File: src/rtl/ecc_mem_arbiter_pkg.sv
// Hamming(12,8) code helpers and FSM state type shared by the arbiter and its decoder.
// Codeword bit c[i] carries Hamming position i+1; parity sits at positions 1, 2, 4, 8.
package ecc_pkg;

  localparam int CW_W   = 12;
  localparam int DATA_W = 8;

  typedef enum logic [1:0] {IDLE, RD, SCRB, WB} state_t;

  function automatic logic [CW_W-1:0] ecc_encode(input logic [DATA_W-1:0] d);
    logic [CW_W-1:0] c;
    c     = '0;
    c[2]  = d[0];
    c[4]  = d[1];
    c[5]  = d[2];
    c[6]  = d[3];
    c[8]  = d[4];
    c[9]  = d[5];
    c[10] = d[6];
    c[11] = d[7];
    c[0]  = d[0] ^ d[1] ^ d[3] ^ d[4] ^ d[6];
    c[1]  = d[0] ^ d[2] ^ d[3] ^ d[5] ^ d[6];
    c[3]  = d[1] ^ d[2] ^ d[3] ^ d[7];
    c[7]  = d[4] ^ d[5] ^ d[6] ^ d[7];
    return c;
  endfunction

  function automatic logic [3:0] ecc_syndrome(input logic [CW_W-1:0] c);
    logic [3:0] s;
    s = '0;
    for (int i = 0; i < CW_W; i++) begin
      if (c[i]) s = s ^ 4'(i + 1);
    end
    return s;
  endfunction

  function automatic logic [DATA_W-1:0] ecc_extract(input logic [CW_W-1:0] c);
    return {c[11], c[10], c[9], c[8], c[6], c[5], c[4], c[2]};
  endfunction

endpackage

File: src/rtl/ecc_mem_arbiter_decoder.sv
// Combinational Hamming(12,8) decoder: single-bit correction, syndromes 13..15 flagged
// uncorrectable and passed through unmodified.
module ecc_decoder
  import ecc_pkg::*;
(
  input  logic [CW_W-1:0]   cw,
  output logic [DATA_W-1:0] data,
  output logic [CW_W-1:0]   cw_fix,
  output logic              corrected,
  output logic              uncorr
);

  logic [3:0] syn;

  assign syn = ecc_syndrome(cw);

  always_comb begin
    corrected = (syn != 4'd0) && (syn <= 4'd12);
    uncorr    = (syn >= 4'd13);
    cw_fix    = cw;
    if (corrected) cw_fix = cw ^ (CW_W'(1) << (syn - 4'd1));
    data      = ecc_extract(cw_fix);
  end

endmodule

File: src/rtl/ecc_mem_arbiter.sv
// Two-port round-robin arbiter over an ECC-protected array with writeback and idle scrubbing.
// Writes complete in the grant cycle; reads return rvalid two cycles after gnt; requests wait while busy.
module ecc_mem_arbiter
  import ecc_pkg::*;
#(
  parameter int DEPTH          = 16,
  parameter int AW             = $clog2(DEPTH),
  parameter int SCRUB_INTERVAL = 64,
  parameter int CNT_W          = 16
) (
  input  logic              clk,
  input  logic              rst,
  input  logic              a_req,
  input  logic              a_we,
  input  logic [AW-1:0]     a_addr,
  input  logic [DATA_W-1:0] a_wdata,
  output logic              a_gnt,
  output logic              a_rvalid,
  output logic [DATA_W-1:0] a_rdata,
  input  logic              b_req,
  input  logic              b_we,
  input  logic [AW-1:0]     b_addr,
  input  logic [DATA_W-1:0] b_wdata,
  output logic              b_gnt,
  output logic              b_rvalid,
  output logic [DATA_W-1:0] b_rdata,
  output logic              rd_corrected,
  output logic              rd_uncorr,
  input  logic              scrub_en,
  input  logic [CW_W-1:0]   inj_mask,
  output logic [CNT_W-1:0]  corr_cnt,
  output logic [CNT_W-1:0]  uncorr_cnt,
  output logic              busy
);

  localparam int IW = $clog2(SCRUB_INTERVAL) + 1;

  state_t             state;
  logic               last_b;
  logic               lat_b;
  logic [AW-1:0]      lat_addr;
  logic [AW-1:0]      scrub_addr;
  logic [IW-1:0]      idle_cnt;
  logic [CW_W-1:0]    mem [DEPTH];
  logic [CW_W-1:0]    rd_cw;
  logic [CW_W-1:0]    wb_cw;

  logic               idle_ok, any_gnt, scrub_go;
  logic               g_we;
  logic [AW-1:0]      g_addr;
  logic [DATA_W-1:0]  g_wdata;
  logic               mem_we, mem_re;
  logic [AW-1:0]      mem_waddr, mem_raddr;
  logic [CW_W-1:0]    mem_wdat;
  logic [DATA_W-1:0]  dec_data;
  logic [CW_W-1:0]    dec_cw;
  logic               dec_corr, dec_uncorr;

  // Grants are combinational so that we/addr/wdata are sampled in the gnt cycle itself.
  assign idle_ok  = (state == IDLE) && !rst;
  assign a_gnt    = idle_ok && a_req && (!b_req || last_b);
  assign b_gnt    = idle_ok && b_req && (!a_req || !last_b);
  assign any_gnt  = a_gnt || b_gnt;
  assign g_we     = b_gnt ? b_we    : a_we;
  assign g_addr   = b_gnt ? b_addr  : a_addr;
  assign g_wdata  = b_gnt ? b_wdata : a_wdata;
  assign scrub_go = idle_ok && !a_req && !b_req && scrub_en &&
                    (idle_cnt == IW'(SCRUB_INTERVAL - 1));
  assign busy     = (state != IDLE);

  assign mem_we    = (any_gnt && g_we) || ((state == WB) && !rst);
  assign mem_waddr = (state == WB) ? lat_addr : g_addr;
  assign mem_wdat  = (state == WB) ? wb_cw : (ecc_encode(g_wdata) ^ inj_mask);
  assign mem_re    = (any_gnt && !g_we) || scrub_go;
  assign mem_raddr = scrub_go ? scrub_addr : g_addr;

  always_ff @(posedge clk) begin
    if (mem_we) mem[mem_waddr] <= mem_wdat;
    if (mem_re) rd_cw <= mem[mem_raddr];
  end

  ecc_decoder u_dec (
    .cw        (rd_cw),
    .data      (dec_data),
    .cw_fix    (dec_cw),
    .corrected (dec_corr),
    .uncorr    (dec_uncorr)
  );

  always_ff @(posedge clk or posedge rst) begin
    if (rst) begin
      state        <= IDLE;
      last_b       <= 1'b1;
      lat_b        <= 1'b0;
      lat_addr     <= '0;
      scrub_addr   <= '0;
      idle_cnt     <= '0;
      wb_cw        <= '0;
      a_rvalid     <= 1'b0;
      b_rvalid     <= 1'b0;
      a_rdata      <= '0;
      b_rdata      <= '0;
      rd_corrected <= 1'b0;
      rd_uncorr    <= 1'b0;
      corr_cnt     <= '0;
      uncorr_cnt   <= '0;
    end else begin
      a_rvalid     <= 1'b0;
      b_rvalid     <= 1'b0;
      rd_corrected <= 1'b0;
      rd_uncorr    <= 1'b0;
      case (state)
        IDLE: begin
          if (any_gnt) begin
            last_b   <= b_gnt;
            idle_cnt <= '0;
            if (!g_we) begin
              lat_b    <= b_gnt;
              lat_addr <= g_addr;
              state    <= RD;
            end
          end else if (scrub_go) begin
            idle_cnt <= '0;
            lat_addr <= scrub_addr;
            state    <= SCRB;
          end else if (scrub_en) begin
            idle_cnt <= idle_cnt + 1'b1;
          end else begin
            idle_cnt <= '0;
          end
        end
        RD, SCRB: begin
          if (state == RD) begin
            if (lat_b) begin
              b_rvalid <= 1'b1;
              b_rdata  <= dec_data;
            end else begin
              a_rvalid <= 1'b1;
              a_rdata  <= dec_data;
            end
            rd_corrected <= dec_corr;
            rd_uncorr    <= dec_uncorr;
          end else begin
            scrub_addr <= scrub_addr + 1'b1;
          end
          wb_cw <= dec_cw;
          if (dec_corr) begin
            if (corr_cnt != '1) corr_cnt <= corr_cnt + 1'b1;
            state <= WB;
          end else begin
            if (dec_uncorr && (uncorr_cnt != '1)) uncorr_cnt <= uncorr_cnt + 1'b1;
            state <= IDLE;
          end
        end
        WB:      state <= IDLE;
        default: state <= IDLE;
      endcase
    end
  end

endmodule

File: config.mk
export PLATFORM = sky130hd
export DESIGN_NAME = ecc_mem_arbiter
export DESIGN_NICKNAME = d
export VERILOG_FILES = /design/src/rtl/ecc_mem_arbiter_pkg.sv /design/src/rtl/ecc_mem_arbiter_decoder.sv /design/src/rtl/ecc_mem_arbiter.sv
export SDC_FILE = /design/constraint.sdc
export NUM_CORES = 1
export LEC_CHECK = 0
export BUFFER_PORTS_ARGS = -buffer_cell sky130_fd_sc_hd__buf_2
export CAP_MARGIN = 20
export CORE_ASPECT_RATIO = 0.8
export CORE_UTILIZATION = 56
export CTS_CLUSTER_DIAMETER = 200
export DETAILED_ROUTE_END_ITERATION = 8
export PLACE_DENSITY = 0.74
export SYNTH_ARGS = -nofsm -noshare
export SYNTH_HDL_FRONTEND = slang
export SYNTH_SLANG_ARGS = --single-unit
File: constraint.sdc
create_clock -name clk -period 3.08 [get_ports clk]
set_clock_uncertainty 0.15 [all_clocks]
set_input_delay 0.154 -clock clk [delete_from_list [all_inputs] [get_ports clk]]
set_output_delay 0.154 -clock clk [all_outputs]
set_load 0.01 [all_outputs]
* Word level (Yosys, flattened, before mapping) *
Memories as Yosys holds them, arrays and structs flattened. A register that Yosys moved wholly into a read port is not among the register bits.
Index checks and enable logic that the tools add are counted.

operators by class
  bitwise gates (word level) = 31
  $lt $le $gt $ge = 2
  equal/unequal tests = 9
  shift-type cells = 1
  reduce and logical (&&, ||, !) cells = 38
  multiplexer cells = 42
  add/subtract/negate cells = 5

operator list
  kind                                                  count
  two-way mux 4 bit                                     11
  adder 16 x 1 -> 16 bit (second input constant)        2
  != test 16 bit (second input constant)                2
  two-way mux 12 bit                                    2
  bitwise XOR 12 bit                                    2
  two-way mux 7 bit                                     3
  AND reduction 3 bit                                   6
  logical AND 1 bit                                     14
  two-way mux 1 bit                                     14
  bitwise XOR 1 bit                                     14
  two-way mux 2 bit                                     6
  two-way mux 3 bit                                     4
  NOT 2 bit                                             6
  left shift 1 x 4 -> 12 bit (first input constant)     1
  two-way mux 8 bit                                     1
  adder 7 x 1 -> 7 bit (second input constant)          1
  equality test 7 x 6 -> 1 bit (second input constant)  1
  != test 3 bit (second input constant)                 2
  NOT 3 bit                                             2
  one-hot mux 2 bit (3 select lines)                    1
  AND reduction 2 bit                                   3
  zero test 1 bit                                       5
  logical OR 1 bit                                      5
  adder 4 x 1 -> 4 bit (second input constant)          1
  other kinds (12)                                      19

word-level totals
  memories kept = 1
  output and inout bits = 55
  bits in registers = 83
  RAM bits = 192
  input bits = 43

memory list
  name  depth  width  rd ports  clocked after memory_dff  write ports  line                   text
  mem   16     12     1         1                         1            ecc_mem_arbiter.sv:44  logic [CW_W-1:0] mem [DEPTH];

* Longest topological paths before layout *
Gate-level depths: netlist of the first run.

  word-level depth = 24
  gate-level depth with buffers = 13

* Hierarchy *
Synthesis of the first run repeated with hierarchy kept, for this count alone.

second synthesis, totals
  cell total of the unflattened synthesis = 1445
  area total of the unflattened synthesis = 15663.8 µm²

by module, submodules not included
  module           area each (µm²)  cells an instance  instances
  ecc_mem_arbiter  15139.5          1393               1
  ecc_decoder      524.3            52                 1

* Least setup slack after synthesis of the first run *
Ideal clock, no wire load.

  path kind = input -> register
  start point = input rst
  end point = memory mem[13][0] (enable)
  arrival = 2959 ps
  setup slack = -409 ps
  path buffers = 0
  setup time = 380 ps
  cell stages on the path = 4
  data required time = 2550 ps
  cells stage by stage = inv_1 -> and3_1 -> o21bai_1 -> nor2_1

between the ends
  longest elaborated chain between the ends = 9

ends and longest elaborated chain
  item                                                      line                                          text
  start, declared                                           ecc_mem_arbiter.sv:12                         input logic rst,
  zero test 1 bit (no source line) *                        n/a
  logical AND 1 bit                                         ecc_mem_arbiter.sv:60                         assign idle_ok = (state == IDLE) && !rst;
  logical AND 1 bit, on equally long branches (2 in a row)  ecc_mem_arbiter.sv:62, ecc_mem_arbiter.sv:61
  two-way mux 1 bit or logical OR 1 bit (tied branches)     ecc_mem_arbiter.sv:64, ecc_mem_arbiter.sv:63
  logical AND 1 bit                                         ecc_mem_arbiter.sv:71                         assign mem_we = (any_gnt && g_we) || ((state == WB) && !rst);
  logical OR 1 bit                                          ecc_mem_arbiter.sv:71
  two-way mux 1 bit                                         ecc_mem_arbiter.sv:78                         if (mem_we) mem[mem_waddr] <= mem_wdat;
  two-way mux 1 bit (implied by the code)                   ecc_mem_arbiter.sv:78
  end, declared                                             ecc_mem_arbiter.sv:44

Every way passes the cells marked *; elsewhere a longest branch is shown, timed or not.

* Worst setup path in the final report of the first run *
  start point = register state[0]
  end point = register rd_cw[5], read port of mem (data pin)

between the ends
  longest elaborated chain between the ends = 8

ends and longest elaborated chain
  item                            line                    text
  start, declared                 ecc_mem_arbiter.sv:38   state_t state;
  start signal, assigned          ecc_mem_arbiter.sv:92   state <= IDLE;
  start signal, assigned          ecc_mem_arbiter.sv:120  state <= RD;
  start signal, assigned          ecc_mem_arbiter.sv:125  state <= SCRB;
  zero test 2 bit *               ecc_mem_arbiter.sv:60
  logical AND 1 bit *             ecc_mem_arbiter.sv:60
  logical AND 1 bit (2 in a row)  ecc_mem_arbiter.sv:62   assign b_gnt = idle_ok && b_req && (!a_req || !last_b);
  two-way mux 1 bit               ecc_mem_arbiter.sv:64   assign g_we = b_gnt ? b_we : a_we;
  zero test 1 bit                 n/a
  logical AND 1 bit               ecc_mem_arbiter.sv:74   assign mem_re = (any_gnt && !g_we) || scrub_go;
  logical OR 1 bit                ecc_mem_arbiter.sv:74
  end, declared                   ecc_mem_arbiter.sv:45   logic [CW_W-1:0] rd_cw;

Marks and branches as above.
A chain may end at the register's enable or synchronous reset.

==> summary.md, run 1 <==
| Metric | Value |
|---|---|
| Cells after synthesis | `1,384` |
| Skew-Pair Late Insertion Delay | `570 ps` |
| Yosys reg bits | `around 290` |
| Post-synth EDFFs | `~200` |
| Initial core utilization | `between 50% and 60%` |
| First-pass GRT wire length | `~64,000 um` |
| Max-cap violation count | `0` |
| Antenna-violating nets left | `0` |
| Die area | `between 20,000 and 30,000 sq um` |
| Global route overflow | `0` |
| Clk buf depth | `3` |
| Vias per cell | `6.34` |
| Syn Nets | `1,436` |
| Non-filler cells, final | `roughly 1,900` |
| Critical Path RT | `about 3200 ps` |
| CTS tree | `yes` |
| DRC | `0` |
| Cell Area, Synth | `~15,000 sq um` |
| DRT iter0 DRCs | `1,184` |
| Vias | `between 10,000 and 15,000` |
| Cell Int Power | `8.94 mW` |
| Pre-Repair DR Iteration Count | `5` |
| Power Density | `between 700 and 800 nW/um^2` |
| Leading area contributor after synthesis | `edfxtp_1` |
| Vias in the first global route | `about 11,000` |
| Count of buffers from port buffering | `between 90 and 100` |
| Leak | `around 7.4 nW` |
| Final period util | `a little over nine tenths` |
| Run status | `complete, no violations` |
| Clk pin slew, worst setup/hold paths | `approximately 60 ps` |
| Chip width | `about 190 um` |
| HPWL Detailed | `between 20,000 and 30,000 um` |
| Async set-reset flop share out of synthesis | `between 20% and 30%` |
| Switching Fraction | `a little over a third` |
| WP data arrival | `3190 ps` |
| Fmax | `approximately 330 MHz` |
| Drt wl/cell | `between 20 and 25 um` |
| Floorplan row count | `between 50 and 60` |
| Clk root buf | `clkbuf_16` |
| Layout cell share with drive strength beyond 1 | `20.0%` |
| Final nets | `between 1,500 and 2,000` |
| Kind of critical path | `flip-flop to flip-flop` |
| Crit end category | `flip-flop` |
| Max Slew Vio Count | `0` |
| Clk pwr share | `between 20 and 25%` |
| Post-synthesis average cell area | `between 10 and 15 sq um` |
| Die Span Y | `around 150 um` |
| Top cells by count, synth | `edfxtp_1 (204), nand2_1 (149), a21oi_1 (125)` |
| Num ports | `between 90 and 100` |
| Cell count after placement | `roughly 1,800` |
| CP Max Fanout | `25` |
| CTS Sinks | `~290` |
| # fillers | `2,018` |
| Combinational power share | `a little over a third` |
| Synth top area share | `39.5%` |
| Reg power frac | `roughly 41%` |
| Startpoint Class | `flip-flop` |
| Overall power | `approximately 14 mW` |
| Synth area leaders | `edfxtp_1 (40%), dfrtp_1 (13%), a311o_1 (6.2%)` |
| All-Layer GR Usage | `between 20% and 30%` |
| P&R area growth vs syn | `17.1%` |
| Total CTS buffers | `29` |
| Max VDD drop | `between 600 and 700 uV` |
| Final hold violations | `0` |
| Net Sw Power | `4.85 mW` |
| Largest net degree at the start of global routing | `97` |
| Most numerous cell in the Yosys netlist | `edfxtp_1` |
| Minimum clock period | `between 3000 and 4000 ps` |
| Core ar. | `around 27,000 sq um` |
| Least-Margin Pin Slew | `between 700 and 800 ps` |
| Rel. slew slack | `between 40% and 50%` |
| Yosys warnings | `0` |
| RePlAce Congestion | `between 0.8 and 0.9` |
| H-tree depth | `1` |
| Post-synth top flop | `edfxtp_1` |
| Sum Neg Setup Slack | `0 ps` |
| Register area share after synthesis | `around 53%` |
| Antenna violations before repair | `0` |
| Yosys cell types | `58` |
| Final wirelength | `between 40,000 and 50,000 um` |
| # setup viols final | `0` |
| Ant. Diodes | `0` |
| Hold crit path type | `primary input to flip-flop` |
critical path: stages (launching register included):
cell     delay, ps
dfrtp_1        380
inv_1           90
ha_2           190
nor2b_4        180
buf_6          130
buf_4          110
nand4_4        170
buf_12         210
buf_4          210
o211a_1        130
a311o_1        330
a22oi_1        350
nand4_1        140
per-stage QoR:
step	utilization [%]	worst slack, ps	instance area, sq um	hold slack, ps
2_1_floorplan	-	-80.6	15500	116
3_3_place_gp	62.2	-87.6	16900	223
3_5_place_dp	62.3	-134	17000	241
4_1_cts	65.9	0.459	17900	3.20
5_1_grt	66.7	-8.23	18200	20.7
6_report	66.7	40.6	18200	16.2
power by group through the flow:
stage | registers, mW | clock network (mW) | logic [mW]
2_1_floorplan | 5.60 | 0 | 3.00
3_3_place_gp | 5.67 | 0 | 4.45
3_5_place_dp | 5.68 | 0 | 4.60
4_1_cts | 5.60 | 3.42 | 4.64
5_1_grt | 5.67 | 3.55 | 5.20
6_report | 5.61 | 3.40 | 4.78
layout by cell type, fill, tap and decap left out, types with 21 or more instances in the layout:
master / count
a21oi_1: 125
a22oi_1: 43
a311o_1: 96
buf_2: 97
buf_4: 97
clkbuf_16: 31
dfrtp_1: 81
edfxtp_1: 204
nand2_1: 149
nand2b_1: 105
nand3_1: 21
nand4_1: 29
nor2_1: 53
o211a_1: 96
o21ai_0: 22
xnor2_1: 66
what timing repair did:
| item | CTS | global route |
|---|---|---|
| hold buffers | 5 | 0 |
| gates cloned | 0 | 2 |
| pin swaps | 0 | 1 |
| resized for setup | 5 | 17 |
| hold endpoints to repair | 88 | 0 |
| buffers inserted | 1 | 3 |
| endpoints found under the setup margin | 73 | 123 |
path summary, 6_finish.rpt:
check                        startpoint          end  slack (ps)  cells past startpoint
min in group asynchronous           rst  lat_addr[0]         190                      4
min                        inj_mask[11]   mem[3][11]          20                      3
max in group asynchronous           rst       last_b        1920                      5
min reg2reg                  a_rdata[3]   a_rdata[3]         330                      2
max reg2reg                    state[0]     rd_cw[5]          40                     12
max                            state[0]     rd_cw[5]          40                     12
cells by family after synthesis:
family	share of synthesized area, %
AO/OA/AOI/OAI	21.3
flip-flops	52.9
multiplexers	1.97
buffers and inverters	3.74
XOR/XNOR	5.76
AND/OR/NAND/NOR	13.5
adder cells (fa/ha/maj)	0.727
per-layer routing:
| layer | vias to the layer above | track usage (%) | routed length [um] |
|---|---|---|---|
| li1 | 5514 | - | - |
| met1 | 5996 | 41.5 | 18200 |
| met2 | 493 | 46.1 | 20100 |
| met3 | 85 | 4.49 | 2970 |
| met4 | 0 | 8.86 | 1130 |
| met5 | - | 0 | 0 |
registers in the layout, summed over array words and instances (netlist names), 2 cells and up:
signal / count
lat_addr: 4
wb_cw: 12
state: 2
mem: 192
scrub_addr: 4
rd_cw: 12
corr_cnt: 16
idle_cnt: 7
a_rdata: 8
b_rdata: 8
uncorr_cnt: 16
cell type report:
| class | count | area [sq um] | share of cell area, % |
|---|---|---|---|
| inverters | 12 | 48.8 | 0.269 |
| repair buffers | 221 | 1700 | 9.37 |
| clock inverters | 16 | 113 | 0.620 |
| flip-flops and latches | 287 | 8210 | 45.2 |
| multi-input cells | 970 | 6840 | 37.7 |
| clock buffers | 38 | 787 | 4.34 |
| well taps | 364 | 455 | 2.51 |
Note: power is estimated with default switching activity, not from simulation.
==> run 2, diff against run 1 <==
Settings changed: PLACE_DENSITY 0.74 to 0.77, SETUP_SLACK_MARGIN set to 0.02.
==> run 2 against run 1 <==
Worst setup slack better by 91 ps; cell count decreased by 0.47%; non-clock buffer count decreased by 6; utilization increased by 0.060 points; sequential share of layout area is essentially flat; critical endpoint is now rd_cw[4]; critical path depth unchanged; fmax rose by 3.1%; flip-flop and latch count stayed put; power rose by 2.1%.
==> summary.md, run 2 (synthesized netlist as in run 1, its figures left out) <==
| Metric | Value |
|---|---|
| Drt wl/cell | `between 20 and 25 um` |
| Max VDD drop | `~590 uV` |
| Most frequent cells in the layout | `edfxtp_1 (204), nand2_1 (149), a21oi_1 (125)` |
| RePlAce Congestion | `between 0.9 and 1` |
| DRT iter0 DRCs | `between 1,000 and 1,500` |
| H-tree depth | `1` |
| Hold Path Depth | `4` |
| All-Layer GR Usage | `between 20 and 30%` |
| Cell Int Power | `9.15 mW` |
| Largest net degree at the start of global routing | `between 90 and 100` |
| Run status | `complete, no violations` |
| First-pass GRT wire length | `~64,000 um` |
| Die Span Y | `roughly 150 um` |
| Minimum clock period | `a little under 3000 ps` |
| Initial core utilization | `a little under three fifths` |
| Antenna violations before repair | `1` |
| Final hold violations | `0` |
| Rel. slew slack | `49.9%` |
| Place WS | `-41.7 ps` |
| Antenna-violating nets left | `0` |
| Layout cell share with drive strength beyond 1 | `slightly below 20%` |
| Net Sw Power | `~4.9 mW` |
| Clk pwr share | `between 20% and 30%` |
| Clk root buf | `clkbuf_16` |
| Core ar. | `27,200 sq um` |
| Area after DPL | `approximately 17,000 sq um` |
| Num ports | `98` |
| P&R area growth vs syn | `17.2%` |
| CP Max Fanout | `17` |
| Final instance area | `18,200 sq um` |
| Clk buf depth | `3` |
| Pre-Repair DR Iteration Count | `6` |
| Leak | `about 7.4 nW` |
| Vias in the first global route | `approximately 11,000` |
| DRC | `0` |
| Non-filler cells, final | `1,899` |
| Startpoint Class | `flip-flop` |
| Crit end category | `flip-flop` |
| Combinational power share | `about a third` |
| Least-Margin Pin Slew | `~750 ps` |
| Kind of critical path | `flip-flop to flip-flop` |
| Top reg by flops | `mem` |
| Chip width | `approximately 190 um` |
| CTS tree | `yes` |
| Cell count after placement | `1,838` |
| Count of buffers from port buffering | `97` |
| CTS Sinks | `between 200 and 300` |
| Hold crit path type | `primary input to flip-flop` |
| Fmax | `around 340 MHz` |
| Critical Path RT | `~3200 ps` |
| Largest regs | `mem x192, corr_cnt x16, uncorr_cnt x16` |
| Max-cap violation count | `0` |
| Final nets | `between 1,500 and 2,000` |
| Clk pin slew, worst setup/hold paths | `approximately 60 ps` |
| RSZ-0062 raised after global routing | `false` |
| Max Slew Vio Count | `0` |
| Power Density | `around 770 nW/um^2` |
| Final period util | `95.7%` |
| Die area | `roughly 28,000 sq um` |
| Reg2Reg Depth | `12` |
| Final wirelength | `42,800 um` |
| WP data arrival | `just over 3000 ps` |
| Global route overflow | `0` |
| Overall power | `roughly 14 mW` |
| Total CTS buffers | `28` |
| Most common cell after layout, fill and taps aside | `edfxtp_1` |
| Switching Fraction | `a little over a third` |
| Vias | `about 12,000` |
| HPWL Detailed | `about 27,000 um` |
| Ant. Diodes | `0` |
| # setup viols final | `0` |
| Skew-Pair Late Insertion Delay | `580 ps` |
| Vias per cell | `about 6.4` |
| Post-Route Utilization | `between 60% and 70%` |
| Floorplan row count | `54` |
| Final worst slack | `between 100 and 150 ps` |
| Reg power frac | `~40%` |
| Max FFs per register | `roughly 190` |
[run 2: worst paths after layout]
check | start | to | slack, ps
max in group asynchronous | rst | a_rdata[6] | 1620
hold / removal | a_we | state[0] | 40
min in group asynchronous | rst | lat_addr[0] | 260
setup / recovery | state[1] | rd_cw[4] | 130
hold reg to reg | a_rdata[6] | a_rdata[6] | 340
setup reg to reg | state[1] | rd_cw[4] | 130
[run 2: worst max-delay path: stages, from the launching register on]
cell	delay, ps
dfrtp_1	380
inv_1	80
ha_2	180
nor2b_4	180
buf_4	140
nand4_4	180
buf_4	210
buf_12	140
buf_4	190
o211a_1	120
a311o_1	340
a22oi_1	270
nand4_1	130
[run 2: power by group through the flow]
| stage | Sequential (mW) | Combinational [mW] | Clock (mW) |
|---|---|---|---|
| after global routing | 5.70 | 5.24 | 3.78 |
| after detailed placement | 5.69 | 4.67 | 0 |
| after CTS | 5.62 | 4.71 | 3.63 |
| final | 5.64 | 4.83 | 3.60 |
| after floorplan | 5.60 | 3.01 | 0 |
| after global placement | 5.66 | 4.54 | 0 |
[run 2: timing repair]
| action | 4_1_cts | 5_1_grt |
|---|---|---|
| resized for setup | 2 | 11 |
| hold buffers | 4 | 1 |
| buffers inserted | 0 | 3 |
| setup endpoints to repair | 14 | 7 |
| pin swaps | 0 | 0 |
| endpoints found under the hold margin | 53 | 1 |
| cloned | 0 | 1 |
[run 2: routing by layer]
layer  global-route usage (%)  up-vias  routed length, um
met2                     44.2      611              19400
li1                         -     5506                  -
met3                     8.57       74               4500
met1                     41.6     6044              17800
met4                     9.02        0               1010
met5                        0        -                  0
[run 2: final cells by class]
class | instances | area (sq um)
repair buffers | 215 | 1680
well taps | 364 | 455
clock buffers | 36 | 807
fillers | 1970 | 9060
clock inverters | 15 | 164
flip-flops and latches | 287 | 8210
inverters | 12 | 48.8
multi-input cells | 970 | 6810
[run 2: metrics by stage]
step                      hold WS [ps]  TNS [ps]
after floorplan                    116     -9730
after global placement             233         0
after detailed placement           260     -44.5
after CTS                         22.0         0
after global routing              72.8         0
final                             38.3         0
==> run 3, diff against run 2 <==
--- a/config.mk
+++ b/config.mk
@@ -13,2 +13,3 @@
 export DETAILED_ROUTE_END_ITERATION = 8
+export MAX_ROUTING_LAYER = met4
 export PLACE_DENSITY = 0.77
==> constraint.sdc (replaced) <==
create_clock -name clk -period 3.08 [get_ports clk]
set_clock_uncertainty 0.15 [all_clocks]
set_input_delay 0 -clock clk [delete_from_list [all_inputs] [get_ports clk]]
set_output_delay 0 -clock clk [all_outputs]
set_load 0.01 [all_outputs]
==> run 3 against run 2 <==
Sequential share of layout area decreased by 0.19 points; first-iteration DRC count rose by 4.4%; flip-flop and latch count unchanged; sequential power about the same; non-clock buffer count is 12 higher; critical path type unchanged; largest cell class unchanged.
==> summary.md, run 3 (synthesized netlist as in run 1, its figures left out) <==
| Metric | Value |
|---|---|
| Run status | `complete, no violations` |
| RSZ-0062 raised after global routing | `false` |
| Buffers & Inverters on Critical Path | `5` |
| Largest regs | `mem x192, corr_cnt x16, uncorr_cnt x16` |
| Count of buffers from port buffering | `97` |
| CTS tree | `yes` |
| CTS Sinks | `287` |
| Leak | `about 7.4 nW` |
| Overall power | `14.0 mW` |
| DRC | `0` |
| Clk root buf | `clkbuf_16` |
| DRT iter0 DRCs | `around 1,500` |
| Rel. slew slack | `a little over two fifths` |
| Vias per cell | `~6.4` |
| # setup viols final | `0` |
| Final wirelength | `around 44,000 um` |
| WP data arrival | `~3100 ps` |
| Clk pwr share | `between 20% and 30%` |
| HPWL Detailed | `roughly 28,000 um` |
| H-tree depth | `1` |
| Drt wl/cell | `~23 um` |
| Die Span Y | `approximately 150 um` |
| Num ports | `around 100` |
| First-pass GRT wire length | `around 65,000 um` |
| Final hold violations | `0` |
| Least-Margin Pin Slew | `861 ps` |
| CP delay by family, top | `buffers and inverters` |
| Vias | `approximately 12,000` |
| Critical Path RT | `3240 ps` |
| Cell Int Power | `between 9 and 10 mW` |
| Ant. Diodes | `0` |
| Core ar. | `around 27,000 sq um` |
| Max FFs per register | `roughly 190` |
| Skew-Pair Late Insertion Delay | `approximately 580 ps` |
| Place WS | `-72.9 ps` |
| Die area | `~28,000 sq um` |
| WHS | `approximately 10 ps` |
| Switching Fraction | `approximately 35%` |
| Antenna violations before repair | `1` |
| Chip width | `188 um` |
| Largest net degree at the start of global routing | `97` |
| Max VDD drop | `612 uV` |
| # fillers | `just under 2,000` |
| Global route overflow | `0` |
| Max Slew Vio Count | `0` |
| Max-cap violation count | `0` |
| P&R area growth vs syn | `17.7%` |
| Kind of critical path | `flip-flop to flip-flop` |
| Clk buf depth | `3` |
| Reg power frac | `between 40% and 50%` |
| Slowest CP cell | `dfrtp_1` |
| Final period util | `a little over nine tenths` |
| CP Max Fanout | `27` |
| Top reg by flops | `mem` |
| Final worst slack | `95.0 ps` |
| Fmax | `~340 MHz` |
| Post-Route Utilization | `between 60% and 70%` |
| Net Sw Power | `4.97 mW` |
| Crit end category | `flip-flop` |
| Power Density | `approximately 770 nW/um^2` |
| Vias in the first global route | `approximately 11,000` |
| Layout cell share with drive strength beyond 1 | `18.9%` |
| Hold crit path type | `primary input to flip-flop` |
| Startpoint Class | `flip-flop` |
| Final nets | `1,578` |
| Antenna-violating nets left | `0` |
| Total CTS buffers | `28` |
| Most frequent cells in the layout | `edfxtp_1 (204), nand2_1 (149), a21oi_1 (125)` |
| All-Layer GR Usage | `a little under a third` |
| Combinational power share | `between 30% and 40%` |
| Initial core utilization | `between 50 and 60%` |
| Floorplan row count | `54` |
| Flop2flop setup slack | `90 ps` |
| Most common cell after layout, fill and taps aside | `edfxtp_1` |
| Clk pin slew, worst setup/hold paths | `approximately 70 ps` |
| RePlAce Congestion | `between 0.9 and 1` |
| Crit-path max cell delay | `approximately 380 ps` |
| Pre-Repair DR Iteration Count | `5` |
| CP Cell Sequence | `inv_1 -> ha_1 -> nor2b_4 -> buf_4 -> nand4_4 -> buf_12 -> buf_12 -> o211a_1 -> a311o_1 -> a22oi_1 -> buf_4 -> nand4_1` |
| Minimum clock period | `2990 ps` |
run 3: cell types whose count changed in the layout (fill, tap and decap cells not counted), sizes merged:
cell,delta
buf,-2
bufinv,-1
clkbuf,+1
dlygate4sd3,+15
run 3: final timing paths:
check | cells after the start | from | to
max | 12 | state[0] | rd_cw[2]
min | 5 | a_addr[0] | lat_addr[0]
max reg2reg | 12 | state[0] | rd_cw[2]
min reg2reg | 2 | a_rdata[2] | a_rdata[2]
max in group asynchronous | 6 | rst | last_b
min in group asynchronous | 4 | rst | lat_addr[0]
run 3: metal layers:
layer	track usage, %	routed length (um)	vias up
li1	-	-	5537
met1	43.3	18100	6046
met2	45.6	19800	592
met4	9.31	1190	0
met5	-	0	-
met3	7.00	4490	91
run 3: final cells by class:
type | count | area, sq um | share of cell area [%]
sequential | 287 | 8210 | 45.0
multi-input combinational | 970 | 6780 | 37.2
clock inverter | 14 | 134 | 0.734
tap | 364 | 455 | 2.50
inverter | 12 | 48.8 | 0.267
timing repair buffer | 227 | 1810 | 9.92
clock buffer | 38 | 810 | 4.44
run 3: worst min-delay path, cell delays in order:
cell,delay (ps)
buf_2,90
a21boi_4,230
nor2_4,100
o21ai_0,140
mux2_2,140
run 3: timing repair:
| item | 4_1_cts | 5_1_grt |
|---|---|---|
| gates resized for setup | 1 | 3 |
| endpoints found under the setup margin | 28 | 27 |
| cloned | 0 | 0 |
| endpoints found under the hold margin | 162 | 2 |
| hold buffers | 19 | 1 |
| buffers inserted | 0 | 1 |
run 3: power by group through the flow:
stage	logic (mW)	registers [mW]	clock network [mW]
floorplan	3.01	5.60	0
global placement	4.54	5.67	0
detailed placement	4.70	5.69	0
CTS	4.76	5.62	3.55
global route	5.27	5.70	3.70
finish	4.87	5.64	3.53
run 3: metrics by stage:
stage          instances  setup TNS, ps  cell area, sq um
6_report            1912              0             18200
3_3_place_gp        1837              0             17000
2_1_floorplan       1384          -9730             15500
4_1_cts             1908              0             18200
5_1_grt             1912              0             18200
3_5_place_dp        1837           -213             17000
